`src/rtl/link_pkg.sv`:
```
// Framing constants and receiver state encoding shared by both ends of the
// single-wire frame link.
package link_pkg;

  localparam int   FRAME_WIDTH = 40;
  localparam logic START_BIT   = 1'b1;
  localparam logic IDLE_LEVEL  = 1'b0;

  typedef enum logic [1:0] {
    ARM,
    IDLE,
    DATA
  } rxState_t;

endpackage

```
`src/rtl/serial_receiver_bit_sync.sv`:
```
// Flop chain that brings the serial line into the receiver clock domain.
// It is instantiated only when at least one stage is wanted.
module bit_sync #(
  parameter int STAGES = 2
) (
  input  logic clk,
  input  logic rst_n,
  input  logic d_i,
  output logic q_o
);

  logic [STAGES-1:0] sync_q;

  // Plain shift chain: stage 0 takes the raw line and the last stage feeds the receiver.
  always_ff @(posedge clk or negedge rst_n) begin
    if (!rst_n) begin
      sync_q <= '0;
    end else begin
      sync_q[0] <= d_i;
      for (int i = 1; i < STAGES; i++) begin
        sync_q[i] <= sync_q[i-1];
      end
    end
  end

  assign q_o = sync_q[STAGES-1];

endmodule

```
`src/rtl/serial_receiver.sv`:
```
// Recovers start-bit framed words from the single-wire link and presents them
// on a valid/ready port backed by a one-entry holding register.
module serial_receiver
  import link_pkg::*;
#(
  parameter int WIDTH       = FRAME_WIDTH,
  parameter int SYNC_STAGES = 0,
  parameter int CNT_W       = 16
) (
  input  logic             clk,
  input  logic             rst_n,
  input  logic             sin,
  output logic [WIDTH-1:0] out_data,
  output logic             out_valid,
  input  logic             out_ready,
  output logic             busy,
  output logic             overrun,
  input  logic             overrun_clr,
  output logic [CNT_W-1:0] frame_count
);

  localparam int               BIT_CW   = $clog2(WIDTH);
  localparam logic [BIT_CW-1:0] LAST_BIT = BIT_CW'(WIDTH - 1);

  logic s;

  generate
    if (SYNC_STAGES > 0) begin : g_sync
      bit_sync #(.STAGES(SYNC_STAGES)) u_sync (
        .clk  (clk),
        .rst_n(rst_n),
        .d_i  (sin),
        .q_o  (s)
      );
    end else begin : g_nosync
      assign s = sin;
    end
  endgenerate

  rxState_t          state_q, state_d;
  // The oldest shifted bit is always pushed out before it is read, so only WIDTH-1 bits are kept.
  logic [WIDTH-2:0]  shReg_q, shReg_d;
  logic [BIT_CW-1:0] bitCnt_q, bitCnt_d;
  logic [WIDTH-1:0]  outData_q, outData_d;
  logic              outValid_q, outValid_d;
  logic              overrun_q, overrun_d;
  logic [CNT_W-1:0]  frameCount_q, frameCount_d;

  logic [WIDTH-1:0]  frameWord;
  logic              frameDone;
  logic              load;

  assign frameWord = {shReg_q, s};

  always_ff @(posedge clk or negedge rst_n) begin
    if (!rst_n) begin
      state_q      <= ARM;
      shReg_q      <= '0;
      bitCnt_q     <= '0;
      outData_q    <= '0;
      outValid_q   <= 1'b0;
      overrun_q    <= 1'b0;
      frameCount_q <= '0;
    end else begin
      state_q      <= state_d;
      shReg_q      <= shReg_d;
      bitCnt_q     <= bitCnt_d;
      outData_q    <= outData_d;
      outValid_q   <= outValid_d;
      overrun_q    <= overrun_d;
      frameCount_q <= frameCount_d;
    end
  end

  always_comb begin
    state_d      = state_q;
    shReg_d      = shReg_q;
    bitCnt_d     = bitCnt_q;
    outData_d    = outData_q;
    outValid_d   = outValid_q;
    overrun_d    = overrun_q;
    frameCount_d = frameCount_q;
    frameDone    = 1'b0;
    load         = 1'b0;

    // ARM insists on an idle level first, so a line caught high is never framed.
    case (state_q)
      ARM: begin
        if (s == IDLE_LEVEL) state_d = IDLE;
      end
      IDLE: begin
        if (s == START_BIT) begin
          state_d  = DATA;
          bitCnt_d = '0;
        end
      end
      DATA: begin
        shReg_d  = frameWord[WIDTH-2:0];
        bitCnt_d = bitCnt_q + 1'b1;
        if (bitCnt_q == LAST_BIT) begin
          frameDone = 1'b1;
          bitCnt_d  = '0;
          state_d   = ARM;
        end
      end
      default: state_d = ARM;
    endcase

    // A holding register drained on this same edge counts as free.
    load = frameDone && (!outValid_q || out_ready);

    if (outValid_q && out_ready) outValid_d = 1'b0;
    if (load) begin
      outData_d    = frameWord;
      outValid_d   = 1'b1;
      frameCount_d = frameCount_q + 1'b1;
    end

    if (overrun_clr) overrun_d = 1'b0;
    if (frameDone && !load) overrun_d = 1'b1;
  end

  assign out_data    = outData_q;
  assign out_valid   = outValid_q;
  assign busy        = (state_q == DATA);
  assign overrun     = overrun_q;
  assign frame_count = frameCount_q;

endmodule
```
`config.mk`:
```
export PLATFORM = sky130hd
export DESIGN_NAME = serial_receiver
export DESIGN_NICKNAME = d
export VERILOG_FILES = /design/src/rtl/link_pkg.sv /design/src/rtl/serial_receiver_bit_sync.sv /design/src/rtl/serial_receiver.sv
export SDC_FILE = /design/constraint.sdc
export NUM_CORES = 1
export LEC_CHECK = 0
export CORE_UTILIZATION = 53
export CTS_CLUSTER_SIZE = 24
export DETAILED_ROUTE_END_ITERATION = 6
export MAX_ROUTING_LAYER = met4
export PLACE_DENSITY = 0.86
export SYNTH_ARGS = -nofsm -noshare
export SYNTH_HDL_FRONTEND = slang
export SYNTH_SLANG_ARGS = --single-unit
```
`constraint.sdc`:
```
create_clock -name clk -period 2.4 [get_ports clk]
set_input_delay 0.48 -clock clk [delete_from_list [all_inputs] [get_ports clk]]
set_output_delay 0.48 -clock clk [all_outputs]
set_load 0.01 [all_outputs]
```
=== Word level (Yosys, flattened, before mapping) ===
Cells that the tools add are included.

* Add/sub/neg operators: 2
* Order comparisons: 0
* Multiply operators: 0
* Muxes and demuxes: 13
* Bitwise logic cells: 0
* Shift operators: 0
* Divide/modulo/power cells: 0
* Reductions and logical operators: 12
* Eq/ne operators: 6

{| class="wikitable"
|+ Operator list
! operator !! number
|-
| $add A16 B1 Y16 const B || 1
|-
| $mux W6 || 2
|-
| $pmux W6 S2 || 1
|-
| $add A6 B1 Y6 const B || 1
|-
| $eq A6 B6 Y1 const B || 1
|-
| $mux W1 || 6
|-
| $mux W2 || 3
|-
| $pmux W2 S3 || 1
|-
| $reduce_bool A2 Y1 || 3
|-
| $ne A2 B2 Y1 const B || 2
|-
| $logic_and A1 B1 Y1 || 3
|-
| $reduce_and A3 Y1 || 1
|-
| $eq A2 B1 Y1 const B || 1
|-
| $eq A2 B2 Y1 const B || 1
|-
| $logic_not A1 Y1 || 2
|-
| $logic_not A2 Y1 || 1
|-
| $ne A2 B1 Y1 const B || 1
|-
| $reduce_and A2 Y1 || 1
|-
| $logic_or A1 B1 Y1 || 1
|}

* Bits in latches: 0
* Output and inout bits: 59
* ROM bits: 0
* Input bits: 5
* Register bits: 105
* Memories: 0
* Logic and storage cells: 40
* Memory bits (writable): 0

=== Depth between registers and ports, before layout ===
* Depth in word-level cells: 7
* Gate-level depth with buffers: 7
* Mapped depth without buffers: 5

=== Least setup slack after synthesis ===
No wires, ideal clock.

* Path kind: register to register
* Start point: register bitCnt_q[1]
* End point: register frameCount_q[1] (netlist: frame_count[1])
* Data required time: 2283 ps
* Slack: 717 ps
* Setup time: 117 ps
* Arrival time: 1565 ps
* Buffers on the path: 2
* Period minus slack after synthesis: 1683 ps
* Cell stages (with the launch flop): 8
* Cells stage by stage: dfrtp_1 ha_1 nand4b_1 or3_1 buf_6 buf_6 nand2_1 nand2_1

* Cells in the longest elaborated chain, start to end: 4

{| class="wikitable"
|+ RTL lines
! what !! line !! source
|-
| from (decl) || serial_receiver.sv:43 || <nowiki>logic [BIT_CW-1:0] bitCnt_q, bitCnt_d;</nowiki>
|-
| from (signal assigned) || serial_receiver.sv:67 || <nowiki>bitCnt_q <= bitCnt_d;</nowiki>
|-
| $eq A6 B6 Y1 || serial_receiver.sv:100 || <nowiki>if (bitCnt_q == LAST_BIT) begin</nowiki>
|-
| $mux W1 || serial_receiver.sv:100 ||
|-
| $mux W1 || serial_receiver.sv:87 || <nowiki>case (state_q)</nowiki>
|-
| $logic_and A1 B1 Y1 || serial_receiver.sv:110 || <nowiki>load = frameDone && (!outValid_q || out_ready);</nowiki>
|-
| to (signal assigned) || serial_receiver.sv:71 || <nowiki>frameCount_q <= frameCount_d;</nowiki>
|-
| to (decl) || serial_receiver.sv:47 || <nowiki>logic [CNT_W-1:0] frameCount_q, frameCount_d;</nowiki>
|}

No other way between the ends.
A chain may end at the register's enable or synchronous reset.

=== Final worst setup path ===
* Start point: register state_q[0]
* End point: output busy

* Cells in the longest elaborated chain, start to end: 1

{| class="wikitable"
|+ RTL lines
! what !! line !! source
|-
| from (decl) || serial_receiver.sv:40 || <nowiki>rxState_t state_q, state_d;</nowiki>
|-
| from (signal assigned) || serial_receiver.sv:65 || <nowiki>state_q <= state_d;</nowiki>
|-
| $eq A2 B2 Y1 || serial_receiver.sv:125 || <nowiki>assign busy = (state_q == DATA);</nowiki>
|-
| to (decl) || serial_receiver.sv:16 || <nowiki>output logic busy,</nowiki>
|}

No other way between the ends.

==> out/results.tsv <==
stage	metric	value	unit
floorplanning	I/O Pins	64	
cts	CTS Buf Count	9	
cts	# Post-CTS Setup Buffers	0	
cts	CTS max path bufs	2	
timing	Fmax achieved	0.477	GHz
pwr	Int Pwr	2.66	mW
pwr	switch share	0.287	
timing	Final Hold Slack	111	ps
floorplanning	Initial Util	0.562	
floorplanning	# rows	31	
synthesis	sequential area share after synthesis	0.631	
detailed_routing	initial drt markers	139	
grt	total grt overflow	0	
pwr	Pwr Density	729	nW/um^2
timing	RSZ-0062 raised after global routing	no	
pwr	Lkg Pwr	2.63	nW
synthesis	Yosys Warn Count	0	
pwr	Logic pwr share	0.127	
hold_path	worst min path class	input port to async pin	
layout	n_diodes	0	
synthesis	Syn Area/Cell	9.36	um^2
cts	PostCTS Resize Cnt	0	
synthesis	Main synth FF type	dfrtp_1	
detailed_routing	vias per cell	5.08	
detailed_routing	1st-pass router iterations	4	
timing	min Tclk post-route	2100	ps
grt	gr usage total	0.215	
timing	period utilisation layout	0.873	
synthesis	async set-or-reset flop fraction in the synthesized netlist	1.00	
pwr	Sw Pwr	1.07	mW
grt	number of global-route vias before repair	2927	
timing	Final Hold Viols	0	
layout	Layout area overhead	22.9	%
floorplanning	Placeable Area	7410	um^2
critical_path	Crit path required time	1920	ps
layout	fin nets	514	
synthesis	Synth Register Bits	105	
timing	setup_tns	0	ps
synthesis	mapped cell area	4170	um^2
detailed_routing	Residual DRC	0	
pwr	peak supply drop	404	uV
layout	Multi-input gate area	1420	um^2
grt	largest net degree at the start of global routing	49	
cts	Clk Latency, worst-skew pair	370	ps
synthesis	Synth Area in Compound Gates	0.0189	
timing	final number of setup-violating endpoints	0	
cts	number of hold buffers added after CTS	0	
placed_design	detailed placer's ending HPWL	5010	um
placed_design	IO Port Bufs	63	
critical_path	Critical Path Fanout Max	4	
pwr	clock power share	0.320	
cts	TritonCTS clock tree	built	
floorplanning	Die Width	90.7	um
cts	Clock transition at path regs	90	ps
synthesis	Post-Synth Simple-Gate Area	0.284	
critical_path	Worst Setup End Kind	output port	
timing	fin. max-slew vios	0	
cts	Clock Sinks	105	
cts	clock root buffer master	clkbuf_8	
detailed_routing	Via Count	3104	
status	status	finished clean	
detailed_routing	WL/cell	12.8	um
timing	Setup Skew	13.3	ps
detailed_routing	ANT nets after route	0	
synthesis	dominant combinational cell family by area after synthesis	simple AND/OR/NAND/NOR gates	
timing	slew margin rel.	0.604	
layout	fill cell total of the finished layout	541	
synthesis	mux cell area share after synthesis	0	
synthesis	count of mapped cells out of synthesis	445	
floorplanning	Die Ht	90.7	um
timing	Worst Tran Pin Value	594	ps
synthesis	adder-cell area share of the yosys netlist	0.00601	
pwr	sequential share of power	0.553	
synthesis	EDFF count, synth	0	
critical_path	WS Path Type	register to output port	
detailed_routing	WL final	7840	um
layout	share of layout cells above drive strength 1	0.0605	
cts	H-Tree Depth	3	
floorplanning	Die ar.	8220	um^2
grt	global-route wire length before repair	13600	um
critical_path	crit path DAT	1620	ps
synthesis	Post-Synthesis Net Count	452	
synthesis	Synth Area in XOR/XNOR	0.0315	
run	max-capacitance violation count	0	
placed_design	gpl congestion	0.779	
synthesis	synth unique cells	31	
critical_path	CP Launch Type	register	
grt	initial antenna violation count	0	
layout	FF/Latch Area	2630	um^2
==> metal layers <==
metal | part of all wire | vias up | track usage
met2 | 0.48 | 90 | 0.340
li1 | - | 1517 | -
met4 | 0.011 | 0 | 0.102
met5 | 0 | - | -
met1 | 0.45 | 1487 | 0.272
met3 | 0.054 | 10 | 0.0354
==> critical path: stages, from the launching register on <==
cell and delay (ps):
dfrtp_1 420, inv_1 130, nand2_1 90, inv_2 80, clkdlybuf4s50_1 530
==> synthesized netlist by cell type, types with 2 or more instances <==
library cell / number / area (um^2)
nand3_1: 5 / 25.0
clkbuf_1: 9 / 33.8
buf_2: 4 / 20.0
o22ai_1: 4 / 25.0
or2_2: 3 / 18.8
inv_1: 2 / 7.51
dfrtp_1: 105 / 2630
ha_1: 2 / 25.0
a21oi_1: 4 / 20.0
xnor2_1: 15 / 131
o21ai_0: 2 / 10.0
nand4_1: 9 / 56.3
nand2_1: 253 / 950
nor2_1: 5 / 18.8
and3_1: 2 / 12.5
buf_6: 5 / 56.3
nor3_1: 2 / 10.0
==> cell families (layout without fill, tap and decap cells) <==
kind of cell,count (synthesis),in the layout
and+or+nand+nor,289,289
DFF,105,105
xor gates and xnor gates,15,15
adders and majority gates,2,2
buffers and inverters,21,88
AOI/OAI and AO/OA,13,13
==> power by group through the flow <==
stage,logic (mW),clock network (mW),registers [mW]
floorplan,0.325,0,2.06
CTS,0.480,1.23,2.06
global placement,0.444,0,2.08
finish,0.474,1.19,2.07
global route,0.550,1.30,2.09
detailed placement,0.472,0,2.09
==> layout by cell type (no fill, tap or decap), drive strengths merged, types with 2 or more instances in the layout <==
cell           instances
nand4                  9
dfrtp                105
bufinv                 2
clkdlybuf4s50         62
xnor2                 15
and3                   2
nand3                  5
nor4                   2
buf                    7
nor3                   3
o22ai                  4
inv                    6
clkbuf                 9
nor2                   5
clkinv                 2
nand2                253
ha                     2
o21ai                  2
or2                    3
a21oi                  4
==> flip-flops by register name (all words and copies together) (netlist names) <==
name / cells
bitCnt_q: 6
frame_count: 16
out_data: 40
out_valid: 1
overrun: 1
shReg_q: 39
state_q: 2
==> area by class of cell <==
class | instances | area share
sequential | 105 | 0.513
multi-input combinational | 319 | 0.278
timing repair buffer | 69 | 0.139
clock buffer | 9 | 0.0242
tap | 99 | 0.0242
clock inverter | 7 | 0.0196
inverter | 3 | 0.00220
==> stage by stage <==
| stage | instances | worst slack, ps | total power, mW | area, um^2 | util |
|---|---|---|---|---|---|
| 2_1_floorplan | 445 | 717 | 2.38 | 4170 | - |
| 3_3_place_gp | 595 | 505 | 2.53 | 4900 | 0.661 |
| 3_5_place_dp | 595 | 445 | 2.56 | 4900 | 0.661 |
| 4_1_cts | 611 | 300 | 3.77 | 5120 | 0.691 |
| 5_1_grt | 611 | 231 | 3.93 | 5120 | 0.691 |
| 6_report | 611 | 304 | 3.73 | 5120 | 0.691 |
==> path summary, 6_finish.rpt <==
path / from / to / slack [ps] / cells past startpoint
setup / recovery: state_q[0] / busy / 300 / 4
hold / removal: rst_n / out_data[5] / 110 / 1
setup reg to reg: bitCnt_q[0] / frame_count[9] / 430 / 5
hold reg to reg: out_data[25] / out_data[25] / 490 / 2
max in group asynchronous: rst_n / shReg_q[0] / 1550 / 2
min in group clk: out_data[25] / out_data[25] / 490 / 2
Power figures use the tool's default switching activity.
